[src/rtl/if_id_stage_pkg.sv]
// rtl/if_id_stage_pkg.sv - shared defines for the IF/ID pipeline register
package if_id_stage_pkg;

    localparam int              XLEN      = 32;
    localparam logic [XLEN-1:0] NOP_INSTR = 32'h0000_0013;
    localparam logic [XLEN-1:0] PC_INC    = 32'd4;

    // Instruction fetches must be word aligned; any low PC bit set is a fault.
    function automatic logic is_misaligned(input logic [XLEN-1:0] pc);
        return pc[1:0] != 2'b00;
    endfunction

endpackage

[src/rtl/stage_reg.sv]
// rtl/stage_reg.sv - one pipeline field with reset, clear and load enable
module stage_reg #(
    parameter int               WIDTH   = 32,
    parameter logic [WIDTH-1:0] RST_VAL = '0
) (
    input  logic             clk,
    input  logic             rst,
    input  logic             clr,
    input  logic             en,
    input  logic [WIDTH-1:0] d,
    output logic [WIDTH-1:0] q
);

    always_ff @(posedge clk) begin
        if (rst || clr) begin
            q <= RST_VAL;
        end else if (en) begin
            q <= d;
        end
    end

endmodule

[src/rtl/if_id_stage.sv]
// rtl/if_id_stage.sv - IF/ID pipeline register; IF_ID_STALL_CNT_EN adds stall/flush counters
module if_id_stage
    import if_id_stage_pkg::*;
(
    input  logic            clk,
    input  logic            rst,
    input  logic [XLEN-1:0] pc_in,
    input  logic [XLEN-1:0] instr_in,
    input  logic            valid_in,
    input  logic            stall,
    input  logic            flush,
    output logic            pc_load,
    output logic [XLEN-1:0] pc_out,
    output logic [XLEN-1:0] pc_plus4_out,
    output logic [XLEN-1:0] instr_out,
    output logic            valid_out,
    output logic            misalign_out
`ifdef IF_ID_STALL_CNT_EN
    ,
    output logic [XLEN-1:0] stall_cnt,
    output logic [XLEN-1:0] flush_cnt
`endif
);

    logic            capture;
    logic            misalign_d;
    logic [XLEN-1:0] instr_d;

    assign pc_load    = ~stall | flush;
    assign capture    = ~stall & ~flush;
    assign misalign_d = valid_in & is_misaligned(pc_in);
    assign instr_d    = (valid_in && !misalign_d) ? instr_in : NOP_INSTR;

    // PC fields hold across a flush; the instruction-side fields clear to a bubble.
    stage_reg #(.WIDTH(XLEN), .RST_VAL('0)) u_pc (
        .clk(clk), .rst(rst), .clr(1'b0), .en(capture),
        .d(pc_in), .q(pc_out)
    );

    stage_reg #(.WIDTH(XLEN), .RST_VAL(PC_INC)) u_pc_plus4 (
        .clk(clk), .rst(rst), .clr(1'b0), .en(capture),
        .d(pc_in + PC_INC), .q(pc_plus4_out)
    );

    stage_reg #(.WIDTH(XLEN), .RST_VAL(NOP_INSTR)) u_instr (
        .clk(clk), .rst(rst), .clr(flush), .en(capture),
        .d(instr_d), .q(instr_out)
    );

    stage_reg #(.WIDTH(1), .RST_VAL(1'b0)) u_valid (
        .clk(clk), .rst(rst), .clr(flush), .en(capture),
        .d(valid_in), .q(valid_out)
    );

    stage_reg #(.WIDTH(1), .RST_VAL(1'b0)) u_misalign (
        .clk(clk), .rst(rst), .clr(flush), .en(capture),
        .d(misalign_d), .q(misalign_out)
    );

`ifdef IF_ID_STALL_CNT_EN
    always_ff @(posedge clk) begin
        if (rst) begin
            stall_cnt <= '0;
            flush_cnt <= '0;
        end else begin
            if (stall && !flush && stall_cnt != '1) begin
                stall_cnt <= stall_cnt + 1'b1;
            end
            if (flush && flush_cnt != '1) begin
                flush_cnt <= flush_cnt + 1'b1;
            end
        end
    end
`endif

endmodule

[config.mk]
export PLATFORM = sky130hd
export DESIGN_NAME = if_id_stage
export DESIGN_NICKNAME = d
export VERILOG_FILES = /design/src/rtl/if_id_stage_pkg.sv /design/src/rtl/stage_reg.sv /design/src/rtl/if_id_stage.sv
export SDC_FILE = /design/constraint.sdc
export NUM_CORES = 1
export LEC_CHECK = 0
export CORE_UTILIZATION = 46
export CTS_BUF_LIST = sky130_fd_sc_hd__clkbuf_16
export DETAILED_ROUTE_END_ITERATION = 12
export GPL_TIMING_DRIVEN = 1
export PLACE_DENSITY = 0.86
export SKIP_LAST_GASP = 1
export SLEW_MARGIN = 20
export SYNTH_ARGS = -nofsm -noshare
export SYNTH_HDL_FRONTEND = slang
export SYNTH_SLANG_ARGS = --single-unit
[constraint.sdc]
create_clock -name clk -period 5.31 [get_ports clk]
set_input_delay 0.7965 -clock clk [delete_from_list [all_inputs] [get_ports clk]]
set_output_delay 0.7965 -clock clk [all_outputs]
set_load 0.02 [all_outputs]
Word level (Yosys, flattened, before mapping)
Cells that the tools add are included.
{"block": "totals", "reg_bits": 98, "latchBits": 0, "ram_bits": 0, "mem_bits_ro": 0, "output_inout_bits": 99, "memories": 0}
{"block": "op_classes", "n_addsub": 1, "multipliers": 0, "n_div": 0, "n_lt_le_gt_ge": 0, "eq_ne": 0, "shift": 0, "n_mux": 1, "n_bitwise": 5, "n_reduce_logical": 4}
{"op": "$add A32 B3 Y32 const B", "n": 1}
{"op": "$mux W32", "n": 1}
{"op": "$and A1 B1 Y1", "n": 2}
{"op": "$not A1 Y1", "n": 2}
{"op": "$reduce_bool A2 Y1", "n": 1}
{"op": "$logic_and A1 B1 Y1", "n": 1}
{"op": "$logic_not A1 Y1", "n": 1}
{"op": "$logic_or A1 B1 Y1", "n": 1}
{"op": "$or A1 B1 Y1", "n": 1}

Depth between registers and ports, before layout
{"block": "depth", "ltp_word": 5, "ltp_mapped": 6, "depth_no_buf": 5}

By module
Synthesis repeated with hierarchy kept, for this count alone.
{"block": "unflattened", "hier_cells": 442, "area_unflattened_um2": 4357.9}
{"mod": "stage_reg at u_pc_plus4", "instances": 1, "cells_per_inst": 105, "area_each_um2": 1163.6, "seq_area_each_um2": 640.6}
{"mod": "stage_reg at u_instr", "instances": 1, "cells_per_inst": 105, "area_each_um2": 1161.1, "seq_area_each_um2": 640.6}
{"mod": "stage_reg at u_pc", "instances": 1, "cells_per_inst": 105, "area_each_um2": 1156.1, "seq_area_each_um2": 640.6}
{"mod": "if_id_stage", "instances": 1, "cells_per_inst": 121, "area_each_um2": 797.0, "seq_area_each_um2": 0.0}
{"mod": "stage_reg at u_misalign ...", "instances": 2, "cells_per_inst": 3, "area_each_um2": 40.0, "seq_area_each_um2": 20.0}

Worst setup path before layout
OpenSTA, ideal clock, no wires.
{"block": "synth_timing", "kind": "input port to flip-flop", "startpoint": "in pc_in[2]", "endpoint": "reg u_pc_plus4.q[20]", "setup_time_ns": 0.091, "arrival_time_ns": 2.219, "t_required_ns": 5.219, "path_slack_ns": 3.000, "path_stages": 6, "path_buffers": 1, "cell_sequence": "ha_1 > nand3_1 > or3_1 > clkbuf_1 > or3_1 > a311oi_1"}
{"block": "synth_via", "elab_chain_len": 1}
{"element": "start: declaration", "line_no": "if_id_stage.sv:7", "rtl": "input logic [XLEN-1:0] pc_in,"}
{"element": "$add A32 B3 Y32", "line_no": "if_id_stage.sv:42", "rtl": ".d(pc_in + PC_INC), .q(pc_plus4_out)"}
{"element": "end signal: assignment", "line_no": "stage_reg.sv:16", "rtl": "q <= RST_VAL;"}
{"element": "end signal: assignment", "line_no": "stage_reg.sv:18", "rtl": "q <= d;"}
{"element": "end: declaration", "line_no": "stage_reg.sv:11", "rtl": "output logic [WIDTH-1:0] q"}
No other way between the ends.
A chain may end at the register's enable or synchronous reset.

Worst setup path after layout
{"block": "layout_timing", "startpoint": "in flush", "endpoint": "out pc_load"}
{"block": "layout_via", "elab_chain_len": 1}
{"element": "start: declaration", "line_no": "if_id_stage.sv:11", "rtl": "input logic flush,"}
{"element": "$or A1 B1 Y1", "line_no": "if_id_stage.sv:29", "rtl": "assign pc_load = ~stall | flush;"}
{"element": "end: declaration", "line_no": "if_id_stage.sv:12", "rtl": "output logic pc_load,"}
No other way between the ends.

==> results.json <==
{
  "critical_path_class": "in2out",
  "nets": 689,
  "arrival_ns": 2.11,
  "wl_per_cell_microns": 15.9,
  "tns_ns": 0,
  "p_comb_share_pct": 14.6,
  "drt_iter0_drc": 243,
  "clockBufferDepth": 2,
  "drive_gt1_share_pct": 3.69,
  "rows": 33,
  "ioPinCount": 168,
  "ys_types": 39,
  "num-fill-cells": 640,
  "dr.pass1.iters": 5,
  "post-route-util_pct": 72.0,
  "synth_top_area_share_pct": 49.0,
  "worst_setup_path_start_kind": "primary input",
  "die_x_microns": 94.4,
  "die-height_microns": 94.4,
  "p_total_mw": 1.72,
  "antenna_cells": 0,
  "clk_root_buffer_cell": "clkbuf_16",
  "hold_start": "u_pc.q[5]",
  "grt_max_degree": 69,
  "antenna_found_initial": 0,
  "rsz0062_at_grt": "no",
  "p_sw_mw": 0.404,
  "postCtsSetupBuffers": 0,
  "avgViaCountPerCell": 5.59,
  "yosysSeqAreaShare_pct": 49.0,
  "h-tree-depth": 3,
  "grt.overflow.total": 0,
  "maxCapViolCount": 0,
  "grt_pass1_vias": 3888,
  "cts-resized-gates": 0,
  "hpwl_mm": 8.06,
  "drc": 0,
  "period_share_pct": 54.8,
  "synth_warnings": 0,
  "syn_area_sq_um": 3920,
  "slew_viol_final": 0,
  "muxShareOfSynthArea_pct": 0,
  "ir_drop_uv": 186,
  "ys_top_cells_by_area": "dfxtp_1 (49%), nand2_1 (7.9%), nor2_1 (6.5%)",
  "syn_avg_cell_area_sq_um": 8.23,
  "path_max_fanout": 5,
  "intPower_mw": 1.32,
  "p_leak_nw": 2.03,
  "cts_tree": "yes",
  "status": "completed",
  "worst_r2r_endpoint": "u_pc_plus4.q[13]",
  "r2r_slack_ns": 4.48,
  "synth_compound_area_share_pct": 17.5,
  "dieArea_sq_um": 8900,
  "synth_edf_count": 0,
  "vias": 4070,
  "start_util_pct": 47.8,
  "seq_power_share_pct": 44.3,
  "hold_path_class": "reg2reg",
  "cts_sinks": 96,
  "place.gp.congestion": 0.850,
  "synth-async-reset-ratio_pct": 0,
  "core_area_sq_um": 8220,
  "ys_ff_latch": 96,
  "worstMarginPinSlew_ns": 1.01,
  "required_ns": 4.51,
  "numCtsBuffers": 9,
  "drt-total-wl_mm": 11.6,
  "synth_fp_nets": 547,
  "clock_skew_ns": 0,
  "io_buffer_count": 167,
  "ys_dominant_reg_cell": "dfxtp_1",
  "antenna_left": 0,
  "grtUsageTotal_pct": 26.5,
  "hold_end": "u_pc.q[5]",
  "worstSetupEndpointType": "output port",
  "relSlewSlack_pct": 32.6,
  "grt_pass1_wl_mm": 18.6,
  "hold_viol": 0,
  "switching_share_pct": 23.4,
  "powerDensity_nw_per_um2": 291,
  "reg2reg_from": "u_pc_plus4.q[13]",
  "yosysTopAreaCell": "dfxtp_1",
  "fin_crit_ns": 2.91,
  "clk_latency_ns": 0.33,
  "synth_top_family_by_area": "simple AND/OR/NAND/NOR gates",
  "hold_buffers": 0,
  "clkTransAtPathRegs_ns": 0.06,
  "synth_xor_area_share_pct": 2.23,
  "yosys.area_share.simple_pct": 26.4,
  "r2r_cells": 2,
  "fmax_ghz": 0.344,
  "synth_fa_ha_area_share_pct": 0.319,
  "syn_inst": 477,
  "whs_path_depth": 2,
  "area_growth_pct": 50.8,
  "p_clk_share_pct": 41.2,
  "setup_viol": 0
}
==> synthesized netlist by cell type (3+ instances only) <==
cell	n
or3_1	7
a22oi_1	30
o21ai_0	7
o22ai_1	3
or4_1	3
or2_2	3
clkbuf_1	30
and4_1	5
a311oi_1	6
buf_1	4
nor3_1	6
nor2_1	68
a211oi_1	13
dfxtp_1	96
inv_1	5
nor4_1	20
xnor2_1	6
xor2_1	4
nand2_1	83
nand3_1	9
nand4_1	7
o31a_1	5
a21oi_1	35
==> kinds of logic after synthesis <==
group | after synthesis
and+or+nand+nor | 223
AOI/OAI and AO/OA | 104
DFF | 96
buffers and inverters | 43
xor gates and xnor gates | 10
adders and majority gates | 1
==> stage by stage <==
stage,std cells,setup slack [ns],hold slack [ns],instance area (sq um)
6_report,728,2.40,0.455,5920
5_1_grt,728,2.26,0.470,5920
4_1_cts,728,2.41,0.455,5910
3_5_place_dp,713,2.13,0.446,5590
3_3_place_gp,713,2.23,0.442,5590
2_1_floorplan,477,3.00,0.535,3920
==> sequential cells by signal, summed over array words and instances, names as in the netlist <==
name / flops
u_instr.q: 32
u_pc.q: 32
u_misalign.q: 1
u_valid.q: 1
u_pc_plus4.q: 30
==> how the worst max path moves through the flow <==
stage                                   to  slack, ns     start  depth (start not counted)
after CTS                          pc_load       2.41     flush                          3
after global placement    u_pc_plus4.q[20]       2.23  pc_in[3]                          6
after floorplan           u_pc_plus4.q[20]       3.00  pc_in[2]                          6
after global routing      u_pc_plus4.q[28]       2.26  pc_in[2]                          6
final                              pc_load       2.40     flush                          3
after detailed placement  u_pc_plus4.q[20]       2.13  pc_in[2]                          6
==> worst max-delay path: stages <==
cell             delay [ns]
clkdlybuf4s50_1        0.57
nand2b_1               0.13
clkdlybuf4s50_1        0.62
==> final cells by class <==
class / instances / area [sq um] / area share (%)
inverter: 5 / 18.8 / 0.317
clock buffer: 9 / 225 / 3.81
tap: 105 / 131 / 2.22
sequential: 96 / 1920 / 32.5
timing repair buffer: 169 / 1680 / 28.5
clock inverter: 6 / 101 / 1.71
multi-input combinational: 338 / 1830 / 31.0
==> power groups by stage <==
stage	Clock [mW]	Sequential (mW)	Combinational [mW]
floorplan	0	0.810	0.0791
global placement	0	0.778	0.245
detailed placement	0	0.779	0.249
CTS	0.722	0.763	0.251
global route	0.752	0.765	0.270
finish	0.710	0.763	0.251
==> per-layer routing <==
metal / share of wire (%) / track usage (%)
met1: 42 / 32.5
met2: 47 / 44.4
met3: 9.6 / 8.21
met5: 0 / 0
met4: 1.6 / 8.08
==> placed cells by master (no fill, tap or decap), types with 6 or more instances in the layout <==
cell type / count
inv_1: 7
or3_1: 7
nand3_1: 9
nor3_1: 6
nor4_1: 20
a21oi_1: 35
nor2_1: 67
nand2_1: 83
nand4_1: 7
dfxtp_1: 96
xnor2_1: 6
clkbuf_16: 9
o21ai_0: 7
a211oi_1: 13
clkdlybuf4s50_1: 166
a311oi_1: 6
a22oi_1: 30
Note: power is estimated with default switching activity, not from simulation.
